### src/rtl/vga_timing_pkg.sv
// vga_timing_pkg: shared constants, types and helpers for the VGA raster
// timing slice.
//   COORD_W         : width of the DrawX/DrawY raster coordinates
//   DEF_*           : default 640x480@60 Hz timing (25 MHz pixel clock)
//   coord_t         : raster coordinate type
//   coord_cmp_t     : coordinate widened by one bit, so that boundaries equal
//                     to 2**COORD_W can be compared without truncation
//   sync_t          : {blank, hs, vs} bundle carried by the delay line
//   h_total/v_total : sum of the four timing segments of one axis
package vga_timing_pkg;

    localparam int unsigned COORD_W     = 10;
    localparam int unsigned COORD_LIMIT = 1 << COORD_W;

    localparam int unsigned DEF_H_VISIBLE = 640;
    localparam int unsigned DEF_H_FRONT   = 16;
    localparam int unsigned DEF_H_SYNC    = 96;
    localparam int unsigned DEF_H_BACK    = 48;
    localparam int unsigned DEF_V_VISIBLE = 480;
    localparam int unsigned DEF_V_FRONT   = 10;
    localparam int unsigned DEF_V_SYNC    = 2;
    localparam int unsigned DEF_V_BACK    = 33;

    localparam int unsigned DEF_SYNC_DLY  = 2;
    localparam int unsigned MAX_SYNC_DLY  = 7;

    typedef logic [COORD_W-1:0] coord_t;
    typedef logic [COORD_W:0]   coord_cmp_t;

    typedef struct packed {
        logic blank;
        logic hs;
        logic vs;
    } sync_t;

    // Idle state of the sync bundle: blanking, both syncs de-asserted (high).
    localparam sync_t SYNC_RESET = '{blank: 1'b0, hs: 1'b1, vs: 1'b1};

    function automatic int unsigned h_total(
        input int unsigned visible = DEF_H_VISIBLE,
        input int unsigned front   = DEF_H_FRONT,
        input int unsigned sync    = DEF_H_SYNC,
        input int unsigned back    = DEF_H_BACK
    );
        return visible + front + sync + back;
    endfunction

    function automatic int unsigned v_total(
        input int unsigned visible = DEF_V_VISIBLE,
        input int unsigned front   = DEF_V_FRONT,
        input int unsigned sync    = DEF_V_SYNC,
        input int unsigned back    = DEF_V_BACK
    );
        return visible + front + sync + back;
    endfunction

endpackage

### src/rtl/vga_sync_delay.sv
// vga_sync_delay: DEPTH-stage shift register that aligns the sync bundle with
// a downstream render pipeline. Every stage advances on every clock.
//   i_clk   : pixel clock
//   i_rst_n : asynchronous active-low reset, loads RST_VAL into every stage
//   i_data  : undelayed bundle
//   o_data  : i_data delayed by DEPTH clocks (DEPTH = 0 is a straight wire)
module vga_sync_delay
    import vga_timing_pkg::*;
#(
    parameter int unsigned       DEPTH   = DEF_SYNC_DLY,
    parameter int unsigned       WIDTH   = $bits(sync_t),
    parameter logic [WIDTH-1:0]  RST_VAL = SYNC_RESET
) (
    input  logic             i_clk,
    input  logic             i_rst_n,
    input  logic [WIDTH-1:0] i_data,
    output logic [WIDTH-1:0] o_data
);

    generate
        if (DEPTH == 0) begin : g_pass
            logic w_unused_clk;
            assign w_unused_clk = i_clk ^ i_rst_n;
            assign o_data = i_data;
        end else begin : g_shift
            logic [WIDTH-1:0] r_stage [DEPTH];

            always_ff @(posedge i_clk or negedge i_rst_n) begin
                if (!i_rst_n) begin
                    for (int unsigned k = 0; k < DEPTH; k++) begin
                        r_stage[k] <= RST_VAL;
                    end
                end else begin
                    r_stage[0] <= i_data;
                    for (int unsigned k = 1; k < DEPTH; k++) begin
                        r_stage[k] <= r_stage[k-1];
                    end
                end
            end

            assign o_data = r_stage[DEPTH-1];
        end
    endgenerate

endmodule

### src/rtl/vga_timing_gen.sv
// vga_timing_gen: free-running VGA raster timing generator (640x480@60 Hz by
// default). All outputs are registered.
//   vga_clk     : pixel clock
//   reset_n     : asynchronous active-low reset; restarts the raster so the
//                 first edge after release shows (0,0)
//   DrawX/DrawY : current pixel column / row
//   blank       : 1 = active video, 0 = blanking
//   hs/vs       : horizontal / vertical sync, active low
//   *_dly       : blank/hs/vs delayed by SYNC_DLY clocks (0..7)
//   line_start  : one-clock pulse on DrawX == 0
//   frame_start : one-clock pulse on DrawX == 0 and DrawY == 0
//   frame_count : frame counter, built only when VGA_FRAME_COUNTER_EN is
//                 defined; otherwise tied to zero
module vga_timing_gen
    import vga_timing_pkg::*;
#(
    parameter int unsigned H_VISIBLE = DEF_H_VISIBLE,
    parameter int unsigned H_FRONT   = DEF_H_FRONT,
    parameter int unsigned H_SYNC    = DEF_H_SYNC,
    parameter int unsigned H_BACK    = DEF_H_BACK,
    parameter int unsigned V_VISIBLE = DEF_V_VISIBLE,
    parameter int unsigned V_FRONT   = DEF_V_FRONT,
    parameter int unsigned V_SYNC    = DEF_V_SYNC,
    parameter int unsigned V_BACK    = DEF_V_BACK,
    parameter int unsigned SYNC_DLY  = DEF_SYNC_DLY
) (
    input  logic               vga_clk,
    input  logic               reset_n,
    output logic [COORD_W-1:0] DrawX,
    output logic [COORD_W-1:0] DrawY,
    output logic               blank,
    output logic               hs,
    output logic               vs,
    output logic               blank_dly,
    output logic               hs_dly,
    output logic               vs_dly,
    output logic               line_start,
    output logic               frame_start,
    output logic [7:0]         frame_count
);

    localparam int unsigned H_TOTAL = h_total(H_VISIBLE, H_FRONT, H_SYNC, H_BACK);
    localparam int unsigned V_TOTAL = v_total(V_VISIBLE, V_FRONT, V_SYNC, V_BACK);

    localparam coord_t H_LAST = coord_t'(H_TOTAL - 1);
    localparam coord_t V_LAST = coord_t'(V_TOTAL - 1);

    localparam coord_cmp_t H_VIS      = coord_cmp_t'(H_VISIBLE);
    localparam coord_cmp_t H_SYNC_BEG = coord_cmp_t'(H_VISIBLE + H_FRONT);
    localparam coord_cmp_t H_SYNC_END = coord_cmp_t'(H_VISIBLE + H_FRONT + H_SYNC);
    localparam coord_cmp_t V_VIS      = coord_cmp_t'(V_VISIBLE);
    localparam coord_cmp_t V_SYNC_BEG = coord_cmp_t'(V_VISIBLE + V_FRONT);
    localparam coord_cmp_t V_SYNC_END = coord_cmp_t'(V_VISIBLE + V_FRONT + V_SYNC);

    generate
        if (H_TOTAL > COORD_LIMIT || V_TOTAL > COORD_LIMIT) begin : g_bad_total
            $error("vga_timing_gen: H_TOTAL/V_TOTAL exceed the coordinate range");
        end
        if (SYNC_DLY > MAX_SYNC_DLY) begin : g_bad_dly
            $error("vga_timing_gen: SYNC_DLY out of range 0..7");
        end
    endgenerate

    coord_t     r_hc;
    coord_t     r_vc;
    coord_t     w_hc_next;
    coord_t     w_vc_next;
    logic       w_h_wrap;
    coord_cmp_t w_hc_cmp;
    coord_cmp_t w_vc_cmp;

    logic       r_blank;
    logic       r_hs;
    logic       r_vs;
    logic       r_line_start;
    logic       r_frame_start;
    sync_t      w_sync_dly;

    always_comb begin
        w_h_wrap  = (r_hc == H_LAST);
        w_hc_next = w_h_wrap ? '0 : r_hc + coord_t'(1);
        w_vc_next = r_vc;
        if (w_h_wrap) begin
            w_vc_next = (r_vc == V_LAST) ? '0 : r_vc + coord_t'(1);
        end
        w_hc_cmp = {1'b0, w_hc_next};
        w_vc_cmp = {1'b0, w_vc_next};
    end

    // Flags are decoded from the next counter values so that, once
    // registered, they line up with the DrawX/DrawY they describe.
    always_ff @(posedge vga_clk or negedge reset_n) begin
        if (!reset_n) begin
            r_hc          <= H_LAST;
            r_vc          <= V_LAST;
            r_blank       <= SYNC_RESET.blank;
            r_hs          <= SYNC_RESET.hs;
            r_vs          <= SYNC_RESET.vs;
            r_line_start  <= 1'b0;
            r_frame_start <= 1'b0;
        end else begin
            r_hc          <= w_hc_next;
            r_vc          <= w_vc_next;
            r_blank       <= (w_hc_cmp < H_VIS) && (w_vc_cmp < V_VIS);
            r_hs          <= !((w_hc_cmp >= H_SYNC_BEG) && (w_hc_cmp < H_SYNC_END));
            r_vs          <= !((w_vc_cmp >= V_SYNC_BEG) && (w_vc_cmp < V_SYNC_END));
            r_line_start  <= (w_hc_next == '0);
            r_frame_start <= (w_hc_next == '0) && (w_vc_next == '0);
        end
    end

    vga_sync_delay #(
        .DEPTH   (SYNC_DLY),
        .WIDTH   ($bits(sync_t)),
        .RST_VAL (SYNC_RESET)
    ) u_sync_delay (
        .i_clk   (vga_clk),
        .i_rst_n (reset_n),
        .i_data  ({r_blank, r_hs, r_vs}),
        .o_data  (w_sync_dly)
    );

`ifdef VGA_FRAME_COUNTER_EN
    logic [7:0] r_frame_count;

    always_ff @(posedge vga_clk or negedge reset_n) begin
        if (!reset_n) begin
            r_frame_count <= '0;
        end else if (r_frame_start) begin
            r_frame_count <= r_frame_count + 8'd1;
        end
    end

    assign frame_count = r_frame_count;
`else
    assign frame_count = '0;
`endif

    assign DrawX       = r_hc;
    assign DrawY       = r_vc;
    assign blank       = r_blank;
    assign hs          = r_hs;
    assign vs          = r_vs;
    assign line_start  = r_line_start;
    assign frame_start = r_frame_start;
    assign blank_dly   = w_sync_dly.blank;
    assign hs_dly      = w_sync_dly.hs;
    assign vs_dly      = w_sync_dly.vs;

endmodule

### config.mk
export PLATFORM = sky130hd
export DESIGN_NAME = vga_timing_gen
export DESIGN_NICKNAME = d
export VERILOG_FILES = /design/src/rtl/vga_timing_pkg.sv /design/src/rtl/vga_sync_delay.sv /design/src/rtl/vga_timing_gen.sv
export SDC_FILE = /design/constraint.sdc
export NUM_CORES = 1
export LEC_CHECK = 0
export BUFFER_PORTS_ARGS = -buffer_cell sky130_fd_sc_hd__buf_4
export CORE_UTILIZATION = 45
export CTS_BUF_LIST = sky130_fd_sc_hd__clkbuf_16
export CTS_CLUSTER_DIAMETER = 30
export DETAILED_ROUTE_END_ITERATION = 16
export PLACE_DENSITY = 0.65
export SYNTH_ARGS = -nofsm -noshare
export SYNTH_HDL_FRONTEND = slang
export SYNTH_SLANG_ARGS = --single-unit
### constraint.sdc
create_clock -name vga_clk -period 4.6 [get_ports vga_clk]
set_input_delay 0.46 -clock vga_clk [delete_from_list [all_inputs] [get_ports vga_clk]]
set_output_delay 0.46 -clock vga_clk [all_outputs]
set_load 0.1 [all_outputs]
Word level (Yosys, flattened, before mapping)
Cells that the tools add are included.

operators by class
  magnitude comparators = 6
  multiplexer cells = 3
  reduce and logical (&&, ||, !) cells = 8
  $add $sub $neg = 2
  equal/unequal tests = 2

operator list
  kind                   count
  $mux 10                3
  $add 10x1->10 const B  2
  $eq 10x10->1 const B   2
  $logic_not 10->1       2
  $lt 10x10->1 const B   2
  $lt 10x9->1 const B    2
  $ge 10x10->1 const B   1
  $ge 10x9->1 const B    1
  $logic_and 1x1->1      4
  $logic_not 1->1        2

word-level totals
  output and inout port bits = 36
  register bits = 31

Depth between registers and ports, before layout
Gate-level depths: netlist (run 1).

  depth after elaboration = 6
  gate-level depth with buffers = 9

Cells and area by module
Synthesis (run 1) repeated with hierarchy kept, for this count alone.

unflattened totals
  cells, all modules = 192
  area, all modules = 1790.5 µm²

modules (own cells, without submodules)
  module          cells each  sequential area each (µm²)  times used  area an instance (µm²)
  vga_timing_gen  183         640.6                       1           1612.8
  vga_sync_delay  9           155.1                       1           177.7

Worst setup path before layout (run 1)
OpenSTA, ideal clock, no wires.

  path kind = reg2reg
  from = register r_hc[0] (netlist: DrawX[0])
  to = register r_frame_start (netlist: frame_start)
  path slack = 1.694 ns
  stages on the path, launching flop included = 10
  path buffers = 2
  arrival = 2.785 ns
  cell sequence = dfstp_2 -> ha_1 -> buf_2 -> nand4_2 -> or3_1 -> buf_6 -> or4_4 -> nand3_1 -> nand2_1 -> and4b_1

on the way
  word-level cells in the longest chain between the ends = 4
  elaborated cells between the ends (all ways) = 7

RTL lines
  item                                           line                                        source
  from (decl)                                    vga_timing_gen.sv:64                        coord_t r_hc;
  from (signal assigned)                         vga_timing_gen.sv:102                       r_hc <= w_hc_next;
  $add 10x1->10 or $eq 10x10->1 (tied branches)  vga_timing_gen.sv:81, vga_timing_gen.sv:80
  $mux 10, on equally long branches              vga_timing_gen.sv:81, vga_timing_gen.sv:83
  $logic_not 10->1                               vga_timing_gen.sv:108                       r_frame_start <= (w_hc_next == '0) && (w_vc_next == '0);
  $logic_and 1x1->1 *                            vga_timing_gen.sv:108
  to (signal assigned)                           vga_timing_gen.sv:108
  to (decl)                                      vga_timing_gen.sv:76                        logic r_frame_start;

Mark *: on every way between the ends. The rest lies on a longest branch, timed or not.

Worst setup path in the final report (run 1)
Same ends and word-level chain as after synthesis.

==> run_results.csv, run 1 <==
group,metric,value,unit
status,status,"finished clean",
placed_design,gp_congestion,0.914,
cts,cts_buffer_depth,2,
sta,fmax,310,MHz
logic_synthesis,synth_top_area_share,23.8,%
setup_path,cp-end-kind,"flip-flop",
setup_path,reg2reg_to,"frame_start$_DFF_PN0_",
logic_synthesis,async_reset_ff_share,100,%
cts,cts_tree,"done",
power_and_ir_drop,p_sw,143,µW
detailed_routing,first_iter_violations,78,
setup_path,crit_path_start_kind,"flip-flop",
power_and_ir_drop,seq_power_share,40.9,%
placed_design,place_hpwl,2.58,mm
cts,cts_setup_buffers,0,
sta,skew,0.00396,ns
detailed_routing,wl_per_cell,14.0,µm
placed_design,pre_cts_ws,1.58,ns
power_and_ir_drop,ir_drop,0.286,mV
cells_and_area,finish.instance_area,0.00211,mm²
cts,insertion_delay,0.27,ns
detailed_routing,vias,1479,
cells_and_area,finalNetCount,217,
logic_synthesis,yosys.area.top_type,"dfstp_2",
setup_path,crit_fanout,13,
logic_synthesis,yosysUniqueCellTypes,48,
cells_and_area,finalNonFillerCells,261,
cells_and_area,area_growth,19.5,%
logic_synthesis,netlist_area,0.00177,mm²
logic_synthesis,syn_avg_cell_area,9.35,µm²
sta,post-route-period-util,70.2,%
die,core_area,0.00372,mm²
setup_path,cp.arrival,3.43,ns
logic_synthesis,synth-seq-area-share,45.0,%
placed_design,place_area,0.00195,mm²
cells_and_area,multi_input_area,853,µm²
power_and_ir_drop,p_per_area,317,mW/mm²
detailed_routing,wl,3.65,mm
sta,slew_headroom,15.9,%
sta,hold_viol,0,
cells_and_area,regArea,796,µm²
die,core.rowCount,22,
cts,htree_levels,2,
grt,grt_pass1_wl,6.12,mm
power_and_ir_drop,clkPwrFrac,54.0,%
die,initial_utilization,47.6,%
grt,grt_max_degree,32,
cts,cts_resized,0,
detailed_routing,antenna_left,0,
cells_and_area,layout-drive-gt1-share,27.2,%
worst_hold_path,hold_path.class,"in -> async",
flow_run,maxCapViolCount,0,
placed_design,io_buffer_count,29,
sta,drv_slew,0,
logic_synthesis,synth_area_leaders,"dfstp_2 24%, dfrtp_1 21%, nand2_1 4.5%",
power_and_ir_drop,p_int,526,µW
cells_and_area,fillers,338,
cells_and_area,diodes,0,
setup_path,required,4.80,ns
cts,numCtsBuffers,5,
detailed_routing,via_per_inst,5.67,
die,num_io_pins,38,
cts,hold_buffers,0,
setup_path,timing.rr.start,"DrawX[0]$_DFF_PN1_",
logic_synthesis,synth_edf_count,0,
sta,tightestPinTransition,1.25,ns
power_and_ir_drop,p_comb_share,5.0,%
cts,cts-root-buf,"clkbuf_16",
die,die_y,64.7,µm
sta,rsz0062_at_grt,"no",
setup_path,r2r_cells,6,
cts,cts.clk_slew.worst_paths,0.05,ns
sta,fin_tns_setup,0,ns
placed_design,placedCellCount,253,
logic_synthesis,synthCells,189,
grt,grt_usage,19.3,%
setup_path,ff2ff_setup_slack,1.37,ns
setup_path,path_class,"reg -> reg",
sta,hold_ws,0.115,ns
cts,cts_sinks,31,
grt,antenna_found_initial,0,
detailed_routing,first_pass_iters,4,
sta,period_needed,3.23,ns
sta,setup_slack,1.37,ns
grt,grt_pass1_vias,1304,
sta,setup-violations-final,0,
power_and_ir_drop,swShare,21.3,%
die,dieArea,0.00418,mm²
die,dieWidth,64.7,µm
detailed_routing,drc,0,
logic_synthesis,ys_warn_count,0,
grt,gr-total-overflow,0,
logic_synthesis,synth_flop_cell,"dfstp_2",
power_and_ir_drop,p_leak,0.000876,µW
logic_synthesis,ys_ff_latch,31,
==> how the worst max path moves through the flow <==
| stage | start | end | slack (ns) |
|---|---|---|---|
| final | DrawX[0]$_DFF_PN1_ | frame_start$_DFF_PN0_ | 1.37 |
| after global routing | DrawX[0]$_DFF_PN1_ | frame_start$_DFF_PN0_ | 1.20 |
| after CTS | DrawX[0]$_DFF_PN1_ | frame_start$_DFF_PN0_ | 1.42 |
| after detailed placement | DrawX[0]$_DFF_PN1_ | frame_start$_DFF_PN0_ | 1.58 |
| after global placement | DrawX[0]$_DFF_PN1_ | frame_start$_DFF_PN0_ | 1.70 |
| after floorplan | DrawX[0]$_DFF_PN1_ | frame_start$_DFF_PN0_ | 1.69 |
==> state kept, by name, summed over array words and instances, names as in the netlist <==
name / count
u_sync_delay.o_data: 3
vs: 1
blank: 1
DrawX: 10
hs: 1
frame_start: 1
u_sync_delay.g_shift.r_stage: 3
line_start: 1
DrawY: 10
==> power groups by stage <==
stage | sequential, µW | clock [µW] | combinational (µW)
2_1_floorplan | 278 | 0 | 33.5
3_3_place_gp | 278 | 0 | 33.9
3_5_place_dp | 278 | 0 | 34.1
4_1_cts | 274 | 367 | 34.1
5_1_grt | 273 | 384 | 35.3
6_report | 274 | 361 | 33.7
==> worst max-delay path, cell delays in order (launching register included) <==
cell and delay (ns):
dfstp_2 0.57, ha_1 0.33, nand4_2 0.26, nor3_1 1.01, nand2_1 0.25, a2111oi_0 0.48, and4b_1 0.25
==> cells in the mapped netlist (2+ instances only) <==
cell / instances
a21oi_1: 4
a31oi_1: 2
and3_1: 2
and4_1: 2
buf_1: 2
buf_4: 8
buf_6: 2
clkbuf_1: 6
dfrtp_1: 15
dfstp_2: 16
ha_1: 3
inv_1: 6
nand2_1: 21
nand3_1: 15
nand3b_1: 3
nand4_1: 4
nor2_1: 10
nor3_1: 10
nor3b_1: 2
nor4_1: 4
nor4bb_1: 2
o21a_1: 2
o21ai_0: 8
o32ai_1: 2
or3_1: 2
xnor2_1: 9
xor2_1: 6
==> kinds of logic (layout without fill, tap and decap cells) <==
| group | Yosys count | after routing | share of synthesized area [%] |
|---|---|---|---|
| compound gates | 28 | 28 | 10.5 |
| xor+xnor | 15 | 15 | 7.43 |
| fa+ha+maj | 3 | 3 | 2.12 |
| buf+inv | 26 | 43 | 8.21 |
| flops | 31 | 31 | 45.0 |
| mux | 2 | 2 | 1.20 |
| other cells | 1 | 8 | 0.212 |
| simple gates | 83 | 83 | 25.3 |
==> layout make-up <==
cell class,count,area share (%)
Multi-Input combinational cell,139,40.4
Sequential cell,31,37.7
Timing Repair Buffer,29,10.3
Clock buffer,5,5.92
Tap cell,48,2.84
Clock inverter,3,1.84
Inverter,6,1.07
==> per-layer routing <==
layer  vias up  track usage [%]  part of all wire (%)
li1        700                -                     -
met4         0             9.44                   1.9
met5         -                0                     0
met1       703             25.6                    46
met3        10             5.81                   5.9
met2        66             28.4                    46
==> per-stage QoR <==
stage	total power [µW]	util [%]
floorplan	311	-
global placement	312	52.5
detailed placement	312	52.5
CTS	675	56.9
global route	693	56.9
finish	669	56.9
==> layout by cell type (no fill, tap or decap), drive strengths merged, types with 4 or more instances in the layout <==
master / Yosys / layout
nor4: 4 / 4
nand3: 15 / 15
a21oi: 4 / 4
o21ai: 8 / 8
nand4: 5 / 5
dfrtp: 15 / 15
nor2: 10 / 10
nor3: 10 / 10
clkbuf: 7 / 5
buf: 13 / 29
conb: 1 / 8
xor2: 6 / 6
inv: 6 / 6
nand2: 21 / 21
dfstp: 16 / 16
xnor2: 9 / 9
Note: power is estimated with default switching activity, not from simulation.
==> run 2, diff against run 1 <==
--- a/config.mk
+++ b/config.mk
@@ -5,6 +5,7 @@
 export SDC_FILE = /design/constraint.sdc
 export NUM_CORES = 1
 export LEC_CHECK = 0
+export ABC_AREA = 1
 export BUFFER_PORTS_ARGS = -buffer_cell sky130_fd_sc_hd__buf_4
 export CORE_UTILIZATION = 45
 export CTS_BUF_LIST = sky130_fd_sc_hd__clkbuf_16
==> constraint.sdc (replaced) <==
create_clock -name vga_clk -period 3.3 [get_ports vga_clk]
set_input_delay 0.33 -clock vga_clk [delete_from_list [all_inputs] [get_ports vga_clk]]
set_output_delay 0.33 -clock vga_clk [all_outputs]
set_load 0.1 [all_outputs]
==> run 2 against run 1 <==
Effect of this change: sequential cell count stayed put; non-clock buffer count is 1 higher; critical path depth is 2 higher; maximum frequency is 56% higher; sequential share of layout area is 1.7 points lower; first-iteration DRC count is 21% higher; clock power is 15% higher; synthesized cell count is 32% higher; worst hold slack better by 0.24 ns; via count is 11% higher; largest cell class unchanged.
==> run_results.csv, run 2 <==
group,metric,value,unit
setup_path,crit_fanout,9,
placed_design,place_hpwl,3.21,mm
die,dieArea,0.00432,mm²
logic_synthesis,yosysUniqueCellTypes,24,
cells_and_area,fillers,366,
die,dieWidth,65.8,µm
cts,cts.clk_slew.worst_paths,0.05,ns
cells_and_area,final_common_cell,"nand2_1",
cells_and_area,layout-drive-gt1-share,24.2,%
placed_design,io_buffer_count,29,
logic_synthesis,ys_warn_count,0,
cts,cts_tree,"done",
setup_path,crit_path_start_kind,"flip-flop",
die,core.rowCount,22,
detailed_routing,vias,1647,
detailed_routing,via_per_inst,4.95,
cells_and_area,mostFrequentLayoutCells,"66 x nand2_1, 44 x inv_1, 29 x nor2_1, 29 x buf_4, 24 x nand3_1",
cells_and_area,diodes,0,
power_and_ir_drop,p_per_area,382,mW/mm²
grt,grt_pass1_wl,6.67,mm
setup_path,path_cells,"ha_1, nand2_1, nor2_2, nand4_2, o21ai_2, nand2_1, o21ai_1, nor2_1",
sta,post-route-period-util,62.6,%
die,num_io_pins,38,
cts,cts_resized,0,
power_and_ir_drop,ir_drop,0.271,mV
grt,antenna_found_initial,0,
logic_synthesis,synth_common_cells,"66 x nand2_1, 42 x inv_1, 29 x nor2_1",
logic_synthesis,yosys.area.top_type,"dfstp_2",
setup_path,cpLargestDelayFamily,"simple AND/OR/NAND/NOR gates",
sta,hold_ws,0.354,ns
grt,gr-total-overflow,0,
cts,cts-root-buf,"clkbuf_16",
cts,insertion_delay,0.27,ns
sta,skew,0.00318,ns
cts,cts_sinks,31,
cts,hold_buffers,1,
logic_synthesis,synth_area_leaders,"dfstp_2 23%, dfrtp_1 21%, nand2_1 14%",
setup_path,cp_common_cell,"nand2_1",
setup_path,cp.arrival,2.22,ns
sta,hold_viol,0,
grt,grt_usage,20.9,%
cts,cts_setup_buffers,0,
logic_synthesis,async_reset_ff_share,100,%
sta,setup-violations-final,0,
sta,fmax,484,MHz
detailed_routing,wl,4.19,mm
setup_path,crit_buf_inv,0,
detailed_routing,first_iter_violations,94,
worst_hold_path,hold_path.class,"reg -> reg",
logic_synthesis,synth_edf_count,0,
die,initial_utilization,48.5,%
logic_synthesis,synth-seq-area-share,43.5,%
grt,grt_max_degree,32,
cts,cts_buffer_depth,2,
detailed_routing,wl_per_cell,12.6,µm
detailed_routing,antenna_left,0,
cells_and_area,area_growth,21.1,%
setup_path,cp-end-kind,"flip-flop",
logic_synthesis,syn_avg_cell_area,7.35,µm²
placed_design,place_area,0.00207,mm²
die,die_y,65.8,µm
cells_and_area,finish.instance_area,0.00222,mm²
setup_path,required,3.45,ns
logic_synthesis,synthCells,249,
status,status,"finished clean",
logic_synthesis,synth_top_area_share,23.0,%
power_and_ir_drop,p_leak,0.00115,µW
sta,fin_tns_setup,0,ns
logic_synthesis,synth_most_common_cell,"nand2_1",
grt,grt_pass1_vias,1442,
flow_run,maxCapViolCount,0,
sta,drv_slew,0,
logic_synthesis,netlist_area,0.00183,mm²
detailed_routing,first_pass_iters,4,
placed_design,gp_congestion,0.860,
detailed_routing,drc,0,
setup_path,cpPeakStageDelay,0.62,ns
sta,rsz0062_at_grt,"no",
logic_synthesis,synth_flop_cell,"dfstp_2",
cts,numCtsBuffers,5,
logic_synthesis,ys_ff_latch,31,
die,core_area,0.00377,mm²
cells_and_area,finalNetCount,289,
cts,htree_levels,2,
setup_path,path_class,"reg -> reg",
sta,period_needed,2.07,ns
setup_path,cp_slowest_cell,"dfstp_2",
==> run 2: cell count changes in the layout (fill, tap and decap cells not counted), moves of 7 or more <==
cell	before	now
xnor2_1	9	0
inv_1	6	44
nand2_1	21	66
nor3_1	10	3
nor2_1	10	29
nand3_1	15	24
==> run 2: cells by family after synthesis <==
| family | after synthesis | synth area share, % |
|---|---|---|
| AOI/OAI and AO/OA | 13 | 4.10 |
| other | 1 | 0.205 |
| adders and majority gates | 3 | 2.05 |
| DFF | 31 | 43.5 |
| and+or+nand+nor | 148 | 37.6 |
| buffers and inverters | 53 | 12.6 |
==> run 2: power by group <==
| group | switching, µW | internal [µW] | leakage [µW] |
|---|---|---|---|
| Clock | 145 | 271 | 0.0000762 |
| Sequential | 0 | 382 | 0.000356 |
| Combinational | 46.5 | 1.57 | 0.000716 |
==> run 2: path summary, 6_finish.rpt <==
path                                                            from  slack, ns  depth (start not counted)                                to
max in group asynchronous                                    reset_n       2.45                          2                DrawY[9]$_DFF_PN1_
setup / recovery                                  DrawX[0]$_DFF_PN1_       1.23                          8                   blank$_DFF_PN0_
min in group asynchronous                                    reset_n       0.54                          2  u_sync_delay.o_data[2]$_DFF_PN0_
setup reg to reg                                  DrawX[0]$_DFF_PN1_       1.23                          8                   blank$_DFF_PN0_
hold / removal             u_sync_delay.g_shift.r_stage[4]$_DFF_PN1_       0.35                          0  u_sync_delay.o_data[1]$_DFF_PN1_
hold reg to reg            u_sync_delay.g_shift.r_stage[4]$_DFF_PN1_       0.35                          0  u_sync_delay.o_data[1]$_DFF_PN1_
==> run 2: final cells by class <==
type	instances	area (µm²)	area share [%]
Sequential cell	31	796	35.9
Tap cell	48	60.1	2.71
Inverter	44	165	7.45
Multi-Input combinational cell	172	830	37.4
Timing Repair Buffer	30	228	10.3
Clock inverter	3	12.5	0.565
Clock buffer	5	125	5.65
==> run 2: per-layer routing <==
layer	up-vias	global-route usage, %	routed length [µm]
li1	839	-	-
met1	744	30.1	2000
met2	62	30.2	1850
met3	2	5.90	320
met4	0	5.71	18
met5	-	0	0
==> run 2: stage by stage <==
stage	std cells	power, µW	setup WS [ns]	utilization (%)
after CTS	333	855	1.24	58.8
after global routing	333	876	1.05	58.8
after detailed placement	324	435	1.25	54.8
after floorplan	256	434	1.04	-
final	333	846	1.23	58.8
after global placement	324	435	1.32	54.8
==> run 3, diff against run 2 <==
--- a/config.mk
+++ b/config.mk
@@ -11,7 +11,7 @@
 export CTS_BUF_LIST = sky130_fd_sc_hd__clkbuf_16
 export CTS_CLUSTER_DIAMETER = 30
 export DETAILED_ROUTE_END_ITERATION = 16
-export PLACE_DENSITY = 0.65
+export PLACE_DENSITY = 0.67
 export SYNTH_ARGS = -nofsm -noshare
 export SYNTH_HDL_FRONTEND = slang
 export SYNTH_SLANG_ARGS = --single-unit
==> constraint.sdc (replaced) <==
create_clock -name vga_clk -period 1.9 [get_ports vga_clk]
set_input_delay 0.19 -clock vga_clk [delete_from_list [all_inputs] [get_ports vga_clk]]
set_output_delay 0.19 -clock vga_clk [all_outputs]
set_load 0.1 [all_outputs]
==> run 3 against run 2 <==
Effect of this change: the run now ends with negative setup slack left; die area did not move; register-to-register slack got worse by 1.3 ns; first-iteration DRC count rose by 3.2%; critical path type unchanged.
==> run_results.csv, run 3 (synthesized netlist as in run 2, its figures left out) <==
group,metric,value,unit
status,status,"complete, but fails checks",
status,failed_checks,"negative setup slack",
cts,cts_tree,"done",
detailed_routing,drc,0,
cells_and_area,final_common_cell,"nand2_1",
sta,drv_slew,0,
sta,fin_tns_setup,-0.0467,ns
setup_path,startpoint,"DrawX[0]$_DFF_PN1_",
grt,grt_usage,23.1,%
grt,grt_pass1_vias,1523,
worst_hold_path,hp-start,"u_sync_delay.g_shift.r_stage[5]$_DFF_PN0_",
die,dieWidth,65.8,µm
sta,fmax,516,MHz
die,core_area,0.00377,mm²
setup_path,timing.rr.start,"DrawX[0]$_DFF_PN1_",
grt,grt_max_degree,32,
cts,cts.clk_slew.worst_paths,0.05,ns
worst_hold_path,hold_path.class,"reg -> reg",
setup_path,path_class,"reg -> reg",
cts,cts-root-buf,"clkbuf_16",
sta,post-route-period-util,102,%
cells_and_area,diodes,0,
cts,insertion_delay,0.27,ns
placed_design,place_hpwl,3.33,mm
sta,rsz0062_at_grt,"yes",
setup_path,required,2.05,ns
cts,cts_sinks,31,
detailed_routing,vias,1805,
cells_and_area,layout-drive-gt1-share,37.3,%
cells_and_area,area_growth,39.5,%
die,core.rowCount,22,
detailed_routing,first_iter_violations,97,
sta,hold_viol,0,
power_and_ir_drop,p_per_area,580,mW/mm²
placed_design,gp_congestion,0.855,
sta,setup_slack,-0.0373,ns
die,initial_utilization,48.5,%
sta,setup-violations-final,3,
die,die_y,65.8,µm
cts,htree_levels,2,
setup_path,crit_path_start_kind,"flip-flop",
detailed_routing,wl_per_cell,13.3,µm
flow_run,maxCapViolCount,0,
sta,skew,0.00465,ns
die,dieArea,0.00432,mm²
grt,antenna_found_initial,0,
detailed_routing,antenna_left,0,
sta,period_needed,1.94,ns
detailed_routing,first_pass_iters,4,
power_and_ir_drop,ir_drop,0.703,mV
cts,numCtsBuffers,5,
grt,grt_pass1_wl,7.33,mm
cts,cts_buffer_depth,2,
detailed_routing,via_per_inst,5.07,
cells_and_area,mostFrequentLayoutCells,"60 x nand2_1, 48 x buf_4, 41 x inv_1",
setup_path,cp.arrival,2.09,ns
setup_path,cp-end-kind,"flip-flop",
cells_and_area,finalNetCount,312,
power_and_ir_drop,p_leak,0.00129,µW
setup_path,crit_fanout,5,
placed_design,io_buffer_count,29,
detailed_routing,wl,4.74,mm
die,num_io_pins,38,
placed_design,pre_cts_ws,0.000306,ns
grt,gr-total-overflow,0,
==> run 3: cell types whose count changed in the layout (fill, tap and decap cells not counted), moves of 4 or more <==
cell	previous run	this run
buf_4	29	48
nor2_4	3	9
nand2_1	66	60
nand3_2	3	9
nand2_2	1	5
nand3_1	24	17
==> run 3: path summary, 6_finish.rpt <==
path / endpoint / slack [ns] / depth (start not counted)
worst min-delay path: u_sync_delay.o_data[2]$_DFF_PN0_ / 0.35 / 0
worst max-delay path: blank$_DFF_PN0_ / -0.04 / 9
max in group asynchronous: u_sync_delay.o_data[0]$_DFF_PN1_ / 1.20 / 2
worst min register to register: u_sync_delay.o_data[2]$_DFF_PN0_ / 0.35 / 0
min in group asynchronous: u_sync_delay.o_data[2]$_DFF_PN0_ / 0.39 / 2
worst max register to register: blank$_DFF_PN0_ / -0.04 / 9
==> run 3: area by class of cell <==
cell class	count	area, µm²
Clock buffer	5	125
Timing Repair Buffer	53	409
Inverter	44	168
Tap cell	48	60.1
Clock inverter	3	11.3
Sequential cell	31	807
Fill cell	314	1220
Multi-Input combinational cell	172	972
==> run 3: routing by layer <==
metal | wire [µm] | track usage, % | up-vias | share of wire, %
met1 | 2260 | 34.3 | 857 | 48
met3 | 236 | 4.69 | 8 | 5.0
met4 | 63 | 6.52 | 0 | 1.3
met5 | 0 | 0 | - | 0
li1 | - | - | 885 | -
met2 | 2180 | 33.7 | 55 | 46
==> run 3: critical path: stages (launching register included) <==
cell and delay, ns:
dfstp_4 0.62, ha_4 0.16, nand4_1 0.18, nor2_4 0.17
buf_6 0.16, nand3_4 0.08, o21ai_1 0.13, nand2_1 0.12
o21ai_2 0.15, nor2_1 0.05
==> run 3: repair_timing <==
action | in CTS | in global routing
hold buffers | 1 | 0
pin swaps | 0 | 21
hold endpoints to repair | 15 | 0
setup buffers | 0 | 13
setup endpoints to repair | 1 | 6
gates resized for setup | 1 | 36
==> run 3: stage by stage <==
step	area, µm²	hold slack (ns)	util, %	cells	power (µW)
3_5_place_dp	2170	0.143	57.6	334	755
3_3_place_gp	2170	0.142	57.6	334	755
2_1_floorplan	1880	-0.106	-	256	754
5_1_grt	2550	0.358	67.7	356	1520
6_report	2550	0.352	67.7	356	1480
4_1_cts	2330	0.356	61.7	343	1490
==> run 3: power by group <==
group	leakage, µW	internal [µW]	switching, µW
combinational	0.000866	2.73	80.7
sequential	0.000353	663	0
clock	0.0000701	470	264
